## config.mk

```make
export PLATFORM = sky130hd
export DESIGN_NAME = rom_load_ctrl_flat
export DESIGN_NICKNAME = d
export VERILOG_FILES = /design/src/rtl/berzerk_pkg.sv /design/src/rtl/rom_load_ctrl_if.sv /design/src/rtl/rom_region_dec.sv /design/src/rtl/rom_load_ctrl.sv /design/src/flat_wrapper.sv
export SDC_FILE = /design/constraint.sdc
export NUM_CORES = 1
export LEC_CHECK = 0
export ABC_AREA = 0
export CELL_PAD_IN_SITES_DETAIL_PLACEMENT = 1
export CELL_PAD_IN_SITES_GLOBAL_PLACEMENT = 1
export CORE_MARGIN = 5
export CORE_UTILIZATION = 35
export CTS_BUF_LIST = sky130_fd_sc_hd__clkbuf_2
export CTS_CLUSTER_SIZE = 20
export DETAILED_ROUTE_END_ITERATION = 7
export PLACE_DENSITY_LB_ADDON = 0.1
export SYNTH_ARGS = -nofsm -noshare
export SYNTH_HDL_FRONTEND = slang
export SYNTH_SLANG_ARGS = --single-unit
export TNS_END_PERCENT = 1
```

## constraint.sdc

```tcl
create_clock -name clk_sys -period 3.77 [get_ports clk_sys]
set_input_delay 0.377 -clock clk_sys [delete_from_list [all_inputs] [get_ports clk_sys]]
set_output_delay 0.377 -clock clk_sys [all_outputs]
set_load 0.005 [all_outputs]
```

## src/rtl/berzerk_pkg.sv

```systemverilog
// Package: berzerk_pkg
// Shared types and default sizes for the Berzerk ROM download path.
//   ld_state_t  : loader FSM states (hold / run / load)
//   rgn_sel_t   : region an image byte offset decodes to
//   ROM_TOTAL   : default full image size (CPU + speech regions)
//   sat_inc17   : saturating increment for the 17-bit byte counter
// Optional feature macro used by the files that import this package: ROM_CKSUM_EN.
package berzerk_pkg;

    localparam logic [15:0] CPU_SIZE_DEF    = 16'h4000;
    localparam logic [15:0] SND_SIZE_DEF    = 16'h1000;
    localparam logic [16:0] ROM_TOTAL       = 17'(CPU_SIZE_DEF) + 17'(SND_SIZE_DEF);
    localparam int          HOLD_CYCLES_DEF = 1024;
    localparam logic [15:0] CKSUM_EXP_DEF   = 16'h0000;

    typedef enum logic [1:0] {
        LD_HOLD,
        LD_RUN,
        LD_LOAD
    } ld_state_t;

    typedef enum logic [1:0] {
        RGN_CPU,
        RGN_SND,
        RGN_OVER
    } rgn_sel_t;

    function automatic logic [16:0] sat_inc17(input logic [16:0] v);
        return (v == 17'h1FFFF) ? v : v + 17'd1;
    endfunction

endpackage

```

## src/rtl/rom_load_ctrl_if.sv

```systemverilog
// Interface: rom_load_ctrl_if
// Bundles the hps_io ioctl download bus, the region write port towards the
// core ROMs and the loader status flags.
//   ioctl_download/ioctl_wr/ioctl_addr/ioctl_dout : from hps_io
//   dn_addr/dn_data/dn_wr_cpu/dn_wr_snd           : region-local ROM write
//   core_reset                                    : reset to the berzerk core
//   load_done/err_short/err_over/byte_cnt         : download status
//   cksum_ok                                      : only with ROM_CKSUM_EN
// Modports: slave = the loader, master = the hps_io / core side.
interface rom_load_ctrl_if;

    logic        ioctl_download;
    logic        ioctl_wr;
    logic [24:0] ioctl_addr;
    logic [7:0]  ioctl_dout;
    logic [15:0] dn_addr;
    logic [7:0]  dn_data;
    logic        dn_wr_cpu;
    logic        dn_wr_snd;
    logic        core_reset;
    logic        load_done;
    logic        err_short;
    logic        err_over;
    logic [16:0] byte_cnt;
`ifdef ROM_CKSUM_EN
    logic        cksum_ok;

    modport slave (
        input  ioctl_download, ioctl_wr, ioctl_addr, ioctl_dout,
        output dn_addr, dn_data, dn_wr_cpu, dn_wr_snd, core_reset,
        output load_done, err_short, err_over, byte_cnt, cksum_ok
    );

    modport master (
        output ioctl_download, ioctl_wr, ioctl_addr, ioctl_dout,
        input  dn_addr, dn_data, dn_wr_cpu, dn_wr_snd, core_reset,
        input  load_done, err_short, err_over, byte_cnt, cksum_ok
    );
`else
    modport slave (
        input  ioctl_download, ioctl_wr, ioctl_addr, ioctl_dout,
        output dn_addr, dn_data, dn_wr_cpu, dn_wr_snd, core_reset,
        output load_done, err_short, err_over, byte_cnt
    );

    modport master (
        output ioctl_download, ioctl_wr, ioctl_addr, ioctl_dout,
        input  dn_addr, dn_data, dn_wr_cpu, dn_wr_snd, core_reset,
        input  load_done, err_short, err_over, byte_cnt
    );
`endif

endinterface

```

## src/rtl/rom_region_dec.sv

```systemverilog
// Module: rom_region_dec
// Combinational decode of an image byte offset into the CPU-ROM region,
// the speech-ROM region or out of range, plus the region-local address.
// Ports:
//   addr       in   25  image byte offset
//   sel_cpu    out  1   offset falls in the CPU ROM region
//   sel_snd    out  1   offset falls in the speech ROM region
//   over       out  1   offset is beyond the end of the image
//   local_addr out  16  offset relative to the start of its region
module rom_region_dec
    import berzerk_pkg::*;
#(
    parameter logic [15:0] CPU_SIZE = CPU_SIZE_DEF,
    parameter logic [15:0] SND_SIZE = SND_SIZE_DEF
) (
    input  logic [24:0] addr,
    output logic        sel_cpu,
    output logic        sel_snd,
    output logic        over,
    output logic [15:0] local_addr
);

    localparam logic [24:0] CPU_END = 25'(CPU_SIZE);
    localparam logic [24:0] IMG_END = 25'(CPU_SIZE) + 25'(SND_SIZE);

    rgn_sel_t rgn;

    always_comb begin
        rgn = RGN_OVER;
        if (addr < CPU_END) begin
            rgn = RGN_CPU;
        end else if (addr < IMG_END) begin
            rgn = RGN_SND;
        end
    end

    assign sel_cpu = (rgn == RGN_CPU);
    assign sel_snd = (rgn == RGN_SND);
    assign over    = (rgn == RGN_OVER);

    // A speech offset is below SND_SIZE, so the low-16-bit subtraction is exact.
    assign local_addr = addr[15:0] - (sel_snd ? CPU_SIZE : 16'h0000);

endmodule

```

## src/rtl/rom_load_ctrl.sv

```systemverilog
// Module: rom_load_ctrl
// Sequences the hps_io ioctl ROM download into the CPU-ROM and speech-ROM
// regions of the berzerk core, retiming each in-range byte as a region-local
// write strobe, and holds the core in reset during the load and for
// HOLD_CYCLES clocks after it (and after reset).
// Ports:
//   clk_sys  in  1  system clock
//   reset    in  1  synchronous, active-high
//   bus      slave modport of rom_load_ctrl_if (ioctl in, dn_* / status out)
// Optional feature: define ROM_CKSUM_EN to add a 16-bit byte-sum check of the
// image (bus.cksum_ok); load_done then also requires a matching sum.
//
// state   | meaning
// --------+-----------------------------------------------------------
// LD_HOLD | core held in reset, hold_cnt counting down to release
// LD_RUN  | core running, waiting for a new download
// LD_LOAD | download window open, bytes forwarded to the ROM regions
module rom_load_ctrl
    import berzerk_pkg::*;
#(
    parameter logic [15:0] CPU_SIZE    = CPU_SIZE_DEF,
    parameter logic [15:0] SND_SIZE    = SND_SIZE_DEF,
    parameter int          HOLD_CYCLES = HOLD_CYCLES_DEF,
    parameter logic [15:0] CKSUM_EXP   = CKSUM_EXP_DEF
) (
    input  logic             clk_sys,
    input  logic             reset,
    rom_load_ctrl_if.slave   bus
);

    localparam int          HW          = (HOLD_CYCLES > 1) ? $clog2(HOLD_CYCLES) : 1;
    localparam logic [HW-1:0] HOLD_RELOAD = HW'(HOLD_CYCLES - 1);
    localparam logic [16:0] IMG_TOTAL   = 17'(CPU_SIZE) + 17'(SND_SIZE);

    ld_state_t     state, state_nxt;
    logic [HW-1:0] hold_cnt, hold_cnt_nxt;

    logic          dec_cpu, dec_snd, dec_over;
    logic [15:0]   dec_addr;

    logic [15:0]   dn_addr_q;
    logic [7:0]    dn_data_q;
    logic          dn_wr_cpu_q, dn_wr_snd_q, core_reset_q;
    logic          load_done_q, err_short_q, err_over_q;
    logic [16:0]   byte_cnt_q;

    logic          in_load, wr_acc, wr_over, load_entry, load_exit;
    logic [16:0]   byte_cnt_upd;
    logic          err_over_upd, err_short_upd, ck_pass;

    rom_region_dec #(
        .CPU_SIZE (CPU_SIZE),
        .SND_SIZE (SND_SIZE)
    ) u_dec (
        .addr       (bus.ioctl_addr),
        .sel_cpu    (dec_cpu),
        .sel_snd    (dec_snd),
        .over       (dec_over),
        .local_addr (dec_addr)
    );

    assign in_load    = (state == LD_LOAD);
    assign wr_acc     = in_load && bus.ioctl_wr && !dec_over;
    assign wr_over    = in_load && bus.ioctl_wr && dec_over;
    assign load_entry = !in_load && (state_nxt == LD_LOAD);
    assign load_exit  = in_load && !bus.ioctl_download;

    // A byte strobed on the same cycle the window closes is folded in
    // before the end-of-load flags are evaluated.
    assign byte_cnt_upd  = wr_acc ? sat_inc17(byte_cnt_q) : byte_cnt_q;
    assign err_over_upd  = err_over_q | wr_over;
    assign err_short_upd = (byte_cnt_upd != IMG_TOTAL);

`ifdef ROM_CKSUM_EN
    logic [15:0] cksum_q, cksum_upd;
    logic        cksum_ok_q;

    assign cksum_upd = wr_acc ? cksum_q + {8'h00, bus.ioctl_dout} : cksum_q;
    assign ck_pass   = (cksum_upd == CKSUM_EXP);

    always_ff @(posedge clk_sys) begin
        if (reset) begin
            cksum_q    <= '0;
            cksum_ok_q <= 1'b0;
        end else if (load_entry) begin
            cksum_q    <= '0;
            cksum_ok_q <= 1'b0;
        end else if (in_load) begin
            cksum_q <= cksum_upd;
            if (load_exit) begin
                cksum_ok_q <= ck_pass;
            end
        end
    end

    assign bus.cksum_ok = cksum_ok_q;
`else
    assign ck_pass = 1'b1;
`endif

    always_comb begin
        state_nxt    = state;
        hold_cnt_nxt = hold_cnt;
        case (state)
            LD_HOLD: begin
                if (bus.ioctl_download) begin
                    state_nxt = LD_LOAD;
                end else if (hold_cnt == '0) begin
                    state_nxt = LD_RUN;
                end else begin
                    hold_cnt_nxt = hold_cnt - 1'b1;
                end
            end
            LD_RUN: begin
                if (bus.ioctl_download) begin
                    state_nxt = LD_LOAD;
                end
            end
            LD_LOAD: begin
                if (!bus.ioctl_download) begin
                    state_nxt    = LD_HOLD;
                    hold_cnt_nxt = HOLD_RELOAD;
                end
            end
            default: begin
                state_nxt    = LD_HOLD;
                hold_cnt_nxt = HOLD_RELOAD;
            end
        endcase
    end

    always_ff @(posedge clk_sys) begin
        if (reset) begin
            state    <= LD_HOLD;
            hold_cnt <= HOLD_RELOAD;
        end else begin
            state    <= state_nxt;
            hold_cnt <= hold_cnt_nxt;
        end
    end

    always_ff @(posedge clk_sys) begin
        if (reset) begin
            dn_addr_q    <= '0;
            dn_data_q    <= '0;
            dn_wr_cpu_q  <= 1'b0;
            dn_wr_snd_q  <= 1'b0;
            core_reset_q <= 1'b1;
            load_done_q  <= 1'b0;
            err_short_q  <= 1'b0;
            err_over_q   <= 1'b0;
            byte_cnt_q   <= '0;
        end else begin
            dn_wr_cpu_q  <= wr_acc && dec_cpu;
            dn_wr_snd_q  <= wr_acc && dec_snd;
            // Registered from the next state so it lines up with the FSM.
            core_reset_q <= (state_nxt != LD_RUN);
            if (wr_acc) begin
                dn_addr_q <= dec_addr;
                dn_data_q <= bus.ioctl_dout;
            end
            if (load_entry) begin
                load_done_q <= 1'b0;
                err_short_q <= 1'b0;
                err_over_q  <= 1'b0;
                byte_cnt_q  <= '0;
            end else if (in_load) begin
                byte_cnt_q <= byte_cnt_upd;
                err_over_q <= err_over_upd;
                if (load_exit) begin
                    err_short_q <= err_short_upd;
                    load_done_q <= !err_short_upd && !err_over_upd && ck_pass;
                end
            end
        end
    end

    assign bus.dn_addr    = dn_addr_q;
    assign bus.dn_data    = dn_data_q;
    assign bus.dn_wr_cpu  = dn_wr_cpu_q;
    assign bus.dn_wr_snd  = dn_wr_snd_q;
    assign bus.core_reset = core_reset_q;
    assign bus.load_done  = load_done_q;
    assign bus.err_short  = err_short_q;
    assign bus.err_over   = err_over_q;
    assign bus.byte_cnt   = byte_cnt_q;

endmodule

```

## src/flat_wrapper.sv

```systemverilog
// flat-port wrapper written by rule: the top's interface ports become plain ports
module rom_load_ctrl_flat import berzerk_pkg::*;
#(
    parameter logic [15:0] CPU_SIZE    = CPU_SIZE_DEF,
    parameter logic [15:0] SND_SIZE    = SND_SIZE_DEF,
    parameter int          HOLD_CYCLES = HOLD_CYCLES_DEF,
    parameter logic [15:0] CKSUM_EXP   = CKSUM_EXP_DEF
)
  (clk_sys, reset, bus_ioctl_download, bus_ioctl_wr, bus_ioctl_addr, bus_ioctl_dout, bus_dn_addr, bus_dn_data, bus_dn_wr_cpu, bus_dn_wr_snd, bus_core_reset, bus_load_done, bus_err_short, bus_err_over, bus_byte_cnt);
  rom_load_ctrl_if bus_i ();
  input  logic clk_sys;
  input  logic reset;
  input wire logic [$bits(bus_i.ioctl_download)-1:0] bus_ioctl_download;
  input wire logic [$bits(bus_i.ioctl_wr)-1:0] bus_ioctl_wr;
  input wire logic [$bits(bus_i.ioctl_addr)-1:0] bus_ioctl_addr;
  input wire logic [$bits(bus_i.ioctl_dout)-1:0] bus_ioctl_dout;
  output wire logic [$bits(bus_i.dn_addr)-1:0] bus_dn_addr;
  output wire logic [$bits(bus_i.dn_data)-1:0] bus_dn_data;
  output wire logic [$bits(bus_i.dn_wr_cpu)-1:0] bus_dn_wr_cpu;
  output wire logic [$bits(bus_i.dn_wr_snd)-1:0] bus_dn_wr_snd;
  output wire logic [$bits(bus_i.core_reset)-1:0] bus_core_reset;
  output wire logic [$bits(bus_i.load_done)-1:0] bus_load_done;
  output wire logic [$bits(bus_i.err_short)-1:0] bus_err_short;
  output wire logic [$bits(bus_i.err_over)-1:0] bus_err_over;
  output wire logic [$bits(bus_i.byte_cnt)-1:0] bus_byte_cnt;
  assign bus_i.ioctl_download = bus_ioctl_download;
  assign bus_i.ioctl_wr = bus_ioctl_wr;
  assign bus_i.ioctl_addr = bus_ioctl_addr;
  assign bus_i.ioctl_dout = bus_ioctl_dout;
  assign bus_dn_addr = bus_i.dn_addr;
  assign bus_dn_data = bus_i.dn_data;
  assign bus_dn_wr_cpu = bus_i.dn_wr_cpu;
  assign bus_dn_wr_snd = bus_i.dn_wr_snd;
  assign bus_core_reset = bus_i.core_reset;
  assign bus_load_done = bus_i.load_done;
  assign bus_err_short = bus_i.err_short;
  assign bus_err_over = bus_i.err_over;
  assign bus_byte_cnt = bus_i.byte_cnt;
  rom_load_ctrl #(.CPU_SIZE(CPU_SIZE), .SND_SIZE(SND_SIZE), .HOLD_CYCLES(HOLD_CYCLES), .CKSUM_EXP(CKSUM_EXP)) u_core (.clk_sys(clk_sys), .reset(reset), .bus(bus_i));
endmodule
```

After elaboration in Yosys (flattened, before gate mapping):

Cells that the tools add are included.

* register bits: 59
* word-level logic and storage cells: 62
* bits of input ports: 37
* output and inout bits: 47

* bitwise operators: 2
* eq/ne operators: 11
* mux-type cells: 14
* $add $sub $neg: 3
* reductions and logical operators: 19
* order comparisons: 2

Operators by type and width (number)
* 25-bit by 15-bit < comparator with 1-bit output, second input constant: 2
* 17-bit two-way mux: 2
* 10-bit two-way mux: 3
* 10-bit one-hot mux with 3 select lines: 1
* 17-bit by 1-bit adder with 17-bit output, second input constant: 1
* 17-bit == test, second input constant: 1
* 17-bit by 15-bit != test with 1-bit output, second input constant: 1
* 16-bit by 15-bit subtractor with 16-bit output: 1
* 15-bit two-way mux: 1
* 2-bit two-way mux: 6
* 10-bit zero test: 1
* 10-bit by 1-bit subtractor with 10-bit output, second input constant: 1
* 1-bit logical AND: 8
* 2-bit == test, second input constant: 3
* 2-bit != test, second input constant: 3
* 2-bit one-hot mux with 3 select lines: 1
* 1-bit zero test: 5
* 2-bit by 1-bit == test with 1-bit output, second input constant: 2
* 2-bit zero test: 2
* 4-bit AND reduction: 1
* 2-bit by 1-bit != test with 1-bit output, second input constant: 1
* 2-bit AND reduction: 1
* 2-bit OR reduction: 1
* 1-bit inverter: 1
* 1-bit OR: 1

Depth between registers and ports, before layout:

* word-level depth: 10
* gate-level depth with buffers: 9
* gate-level depth less buffers: 9

Modules after synthesis:

Synthesis repeated with hierarchy kept, for this count alone.

* cells, all modules: 350
* area total of the unflattened synthesis: 2861.5 um^2

By module, submodules not included
* rom_load_ctrl: cells an instance 324, area an instance 2670.1 um^2, instances 1, sequential area each 1181.1 um^2
* rom_region_dec: cells an instance 26, area an instance 191.4 um^2, instances 1, sequential area each 0.0 um^2

Worst setup path after synthesis:

Ideal clock, no wire load.

* path kind: flip-flop to flip-flop
* from: reg u_core.byte_cnt_q[0], in the netlist u_core.bus.byte_cnt[0]
* to: reg u_core.load_done_q, in the netlist u_core.bus.load_done
* path slack: 910 ps
* cell stages (with the launch flop): 10
* clock period less this slack: 2860 ps
* buffers on the path: 1
* library setup time: 71 ps
* data arrival time: 2789 ps
* required time: 3699 ps
* cells stage by stage: dfxtp_1 ha_1 clkbuf_1 nand4_1 nor4_2 and4b_1 mux2i_1 or4_1 or4_1 a21oi_1

* cells in the longest elaborated chain, start to end: 6
* elaborated cells on any way between the ends: 7
* those cells by class: add/sub (1); eq/ne (2); mux (2); reduce/logical (2)

Ends and longest elaborated chain
* from (decl): RTL line rom_load_ctrl.sv:45 `logic [16:0] byte_cnt_q;`
* from (signal assigned): RTL line rom_load_ctrl.sv:168 `byte_cnt_q <= byte_cnt_upd;`
* 17-bit by 1-bit adder with 17-bit output / 17-bit == test (equally long branches): RTL line berzerk_pkg.sv:29 `return (v == 17'h1FFFF) ? v : v + 17'd1;`
* 17-bit two-way mux: RTL line berzerk_pkg.sv:29
* 17-bit two-way mux (*): RTL line rom_load_ctrl.sv:70 `assign byte_cnt_upd = wr_acc ? sat_inc17(byte_cnt_q) : byte_cnt_q;`
* 17-bit by 15-bit != test with 1-bit output (*): RTL line rom_load_ctrl.sv:72 `assign err_short_upd = (byte_cnt_upd != IMG_TOTAL);`
* 1-bit zero test (*): RTL line rom_load_ctrl.sv:172 `load_done_q <= !err_short_upd && !err_over_upd && ck_pass;`
* 1-bit logical AND (*): RTL line rom_load_ctrl.sv:172
* to (signal assigned): RTL line rom_load_ctrl.sv:172
* to (decl): RTL line rom_load_ctrl.sv:44 `logic load_done_q, err_short_q, err_over_q;`

Mark *: on every way between the ends. The rest lies on a longest branch, timed or not.
A chain may end at the register's enable or synchronous reset.

Worst setup path in the final report:

Ends and elaborated chain as after synthesis.

==> metrics.md <==
| Metric | Value |
|---|---|
| Critical R2R Capture | `u_core.bus.load_done$_SDFFE_PP0P_` |
| Die Y | `99.77 um` |
| H-tree depth | `3` |
| Max Freq | `328.0 MHz` |
| Largest cells by area after synthesis | `dfxtp_1 (42%), nand2_1 (7.7%), xnor2_1 (7.1%), a21oi_1 (5.7%), nor2_1 (4.4%)` |
| Min-delay src | `bus_ioctl_addr[0]` |
| CTS tree | `done` |
| Sw Ratio | `26.95%` |
| Largest fanout on the critical path | `10` |
| Layout Utilization | `49.15%` |
| Core Area | `7807 um^2` |
| Share of Yosys cell area claimed by the top area cell type | `41.88%` |
| Hold EP | `u_core.bus.dn_addr[0]$_SDFFE_PP0N_` |
| Async SR Flop Fraction | `0%` |
| Vias in the first global route | `2745` |
| Unrepaired setup endpoints after global routing | `false` |
| Total number of vias | `2717` |
| Crit. Startpoint | `u_core.bus.byte_cnt[0]$_SDFFE_PP0N_` |
| Setup TNS | `0 ps` |
| Switching Power | `0.2778 mW` |
| Cell-internal power | `0.7531 mW` |
| Xor-xnor portion of the synthesized cell area | `8.075%` |
| P&R area growth vs syn | `36.07%` |
| Antenna Cells | `0` |
| Worst EP required | `4220 ps` |
| Synthesized area | `2820 um^2` |
| GPL Wtd Cong | `0.8665` |
| VDD IR max | `0.1777 mV` |
| Top-count cell post-synth | `dfxtp_1` |
| Synth Instances | `342` |
| Hold Buf Count CTS | `0` |
| Post-synth cell types | `42` |
| Post-cts resize count | `0` |
| Fin crit share | `80.86%` |
| Clock Sinks | `59` |
| Initial detailed-routing violation count | `62` |
| Tmin final | `3049 ps` |
| WHS Path Cells | `3` |
| Initial antenna violation count | `0` |
| GRT Overall Usage | `16.94%` |
| Top_reg_cell synth | `dfxtp_1` |
| DP HPWL | `6.118 mm` |
| Synth Register Bits | `59` |
| Cell row count | `32` |
| Clock buffer count from CTS | `9` |
| Routed Antenna Nets | `0` |
| Die Area | `9953 um^2` |
| Synth warnings | `0` |
| Hold violation count in the final report | `0` |
| Slew @ Worst Pin | `1100 ps` |
| Avg Cell Area, Syn | `8.246 um^2` |
| Reg2reg path depth | `9` |
| FILL cells | `941` |
| PwrDens | `268.6 nW/um^2` |
| Area leader, netlist | `dfxtp_1` |
| Kind of critical path | `flip-flop to flip-flop` |
| Critical Path Source Type | `flip-flop` |
| Clock Tree Root | `clkbuf_2` |
| Clk network pwr share | `31.6%` |
| EDFF count, synth | `0` |
| Post-CTS Setup Bufs | `0` |
| Outcome | `finished clean` |
| Die X | `99.77 um` |
| Buffer depth of the longest clock path | `2` |
| Logic pwr share | `7.2%` |
| First-pass GRT wire length | `13.57 mm` |
| Worst R2R Setup Slack | `720 ps` |
| Adder-cell share of the synthesized area | `1.331%` |
| Clock-pin slew on the worst setup and hold paths | `180 ps` |
| Max-slew violations | `0` |
| DRC viols | `0` |
| # setup viols final | `0` |
| Multiplexer share of the synthesized area | `1.420%` |
| Synth Net Count | `382` |
| GR Overflow Total | `0` |
| Initial core utilization | `36.12%` |
| Max-Cap Viols | `0` |
| IO buf count | `83` |
| Worst-Skew Late Latency | `510 ps` |
| Routed wire length | `8.175 mm` |
| Ports | `84` |
| DR vias/cell | `5.107` |
| Leakage | `1.221 nW` |
| Share of layout cells above drive strength 1 | `7.209%` |
| Critical path capture point type | `flip-flop` |
| Slew HR | `25.97%` |
| Reg2Reg Launch Point | `u_core.bus.byte_cnt[0]$_SDFFE_PP0N_` |
| Main combinational cell family by area after synthesis | `simple AND/OR/NAND/NOR gates` |
| Total Power | `1.031 mW` |
| Reg power frac | `61.1%` |
| Sequential area share after synthesis | `41.88%` |
| Layout Nets | `465` |
| Drt pass-1 iters | `4` |
| Largest net degree at the start of global routing | `32` |
| Post-synth top cells | `dfxtp_1 (59), nand2_1 (58), nor2_1 (33)` |
| Post-synthesis compound-gate area fraction | `11.49%` |
| Drt wl/cell | `15.37 um` |
| Skew final | `14.86 ps` |
| Simple-gate share of the synthesized area | `31.81%` |
| Worst Hold Class | `input port to flip-flop` |
| Arr. time, crit path | `3500 ps` |
==> cells by family (layout without fill, tap and decap cells) <==
kind of cell               after synthesis  in the layout
AOI/OAI and AO/OA                       57             57
xor gates and xnor gates                26             26
adders and majority gates                3              3
buffers and inverters                   29            117
DFF                                     59             59
muxes                                    4              4
and+or+nand+nor                        164            164
==> flip-flops by register name (all words and copies together) (netlist names) <==
signal and cells:
u_core.bus.err_over 1, u_core.bus.dn_wr_snd 1, u_core.hold_cnt 10, u_core.bus.load_done 1
u_core.bus.dn_addr 16, u_core.bus.dn_data 8, u_core.bus.dn_wr_cpu 1, u_core.bus.err_short 1
u_core.bus.core_reset 1, u_core.bus.byte_cnt 17, u_core.state 2
==> metal layers <==
metal  vias to the layer above  GRT usage, %  wire, um
met2                        72         27.45      3861
met3                        10         7.644       609
li1                       1360             -         -
met4                         0         5.567       108
met5                         -             0         0
met1                      1275         19.91      3596
==> power groups by stage <==
stage,Sequential [mW],Clock [mW],Combinational [mW]
floorplan,0.642,0,0.0264
global placement,0.643,0,0.0749
detailed placement,0.643,0,0.0760
CTS,0.630,0.345,0.0762
global route,0.631,0.373,0.0808
finish,0.630,0.326,0.0746
==> critical path, stage by stage, from the launching register on <==
cell and delay, ps:
dfxtp_1 530, ha_1 450, nand4_1 160, nor4_2 180, buf_4 190, and4b_1 240
mux2i_1 130, or4_1 540, or4_1 420, a21oi_1 160
==> layout make-up <==
type | count | area [um^2] | area share, %
clock buffer | 10 | 50.05 | 1.304
clock inverter | 6 | 32.53 | 0.8477
sequential | 59 | 1181 | 30.78
multi-input combinational | 254 | 1533 | 39.94
timing repair buffer | 87 | 860.8 | 22.43
tap | 102 | 127.6 | 3.326
inverter | 14 | 52.55 | 1.369
==> cells in the final DEF, fill, tap and decap left out, types with 9 or more instances in the layout <==
| cell type | count |
|---|---|
| clkdlybuf4s50_1 | 83 |
| dfxtp_1 | 59 |
| nand2_1 | 58 |
| nor2_1 | 32 |
| a21oi_1 | 32 |
| xnor2_1 | 23 |
| inv_1 | 14 |
| nor4_1 | 10 |
| nor3_1 | 10 |
| clkbuf_2 | 10 |
| nand3_1 | 9 |
==> through the flow <==
stage                     std cells  cell area (um^2)  setup WS (ps)  hold WS (ps)
after floorplan                 342              2820          909.9         452.7
after global placement          516              3755          646.1         441.6
after detailed placement        516              3755          501.4         448.3
after CTS                       532              3837          739.5         356.3
after global routing            532              3837          571.6         324.6
final                           532              3837          721.5         393.1
==> worst max-delay path by stage <==
stage | endpoint | slack [ps] | cells past startpoint
after floorplan | u_core.bus.load_done$_SDFFE_PP0P_ | 910 | 9
after global placement | u_core.bus.load_done$_SDFFE_PP0P_ | 650 | 8
after detailed placement | u_core.bus.load_done$_SDFFE_PP0P_ | 500 | 8
after CTS | u_core.bus.load_done$_SDFFE_PP0P_ | 740 | 9
after global routing | u_core.bus.load_done$_SDFFE_PP0P_ | 570 | 9
final | u_core.bus.load_done$_SDFFE_PP0P_ | 720 | 9
No activity file was read; power rests on OpenSTA's default activity.
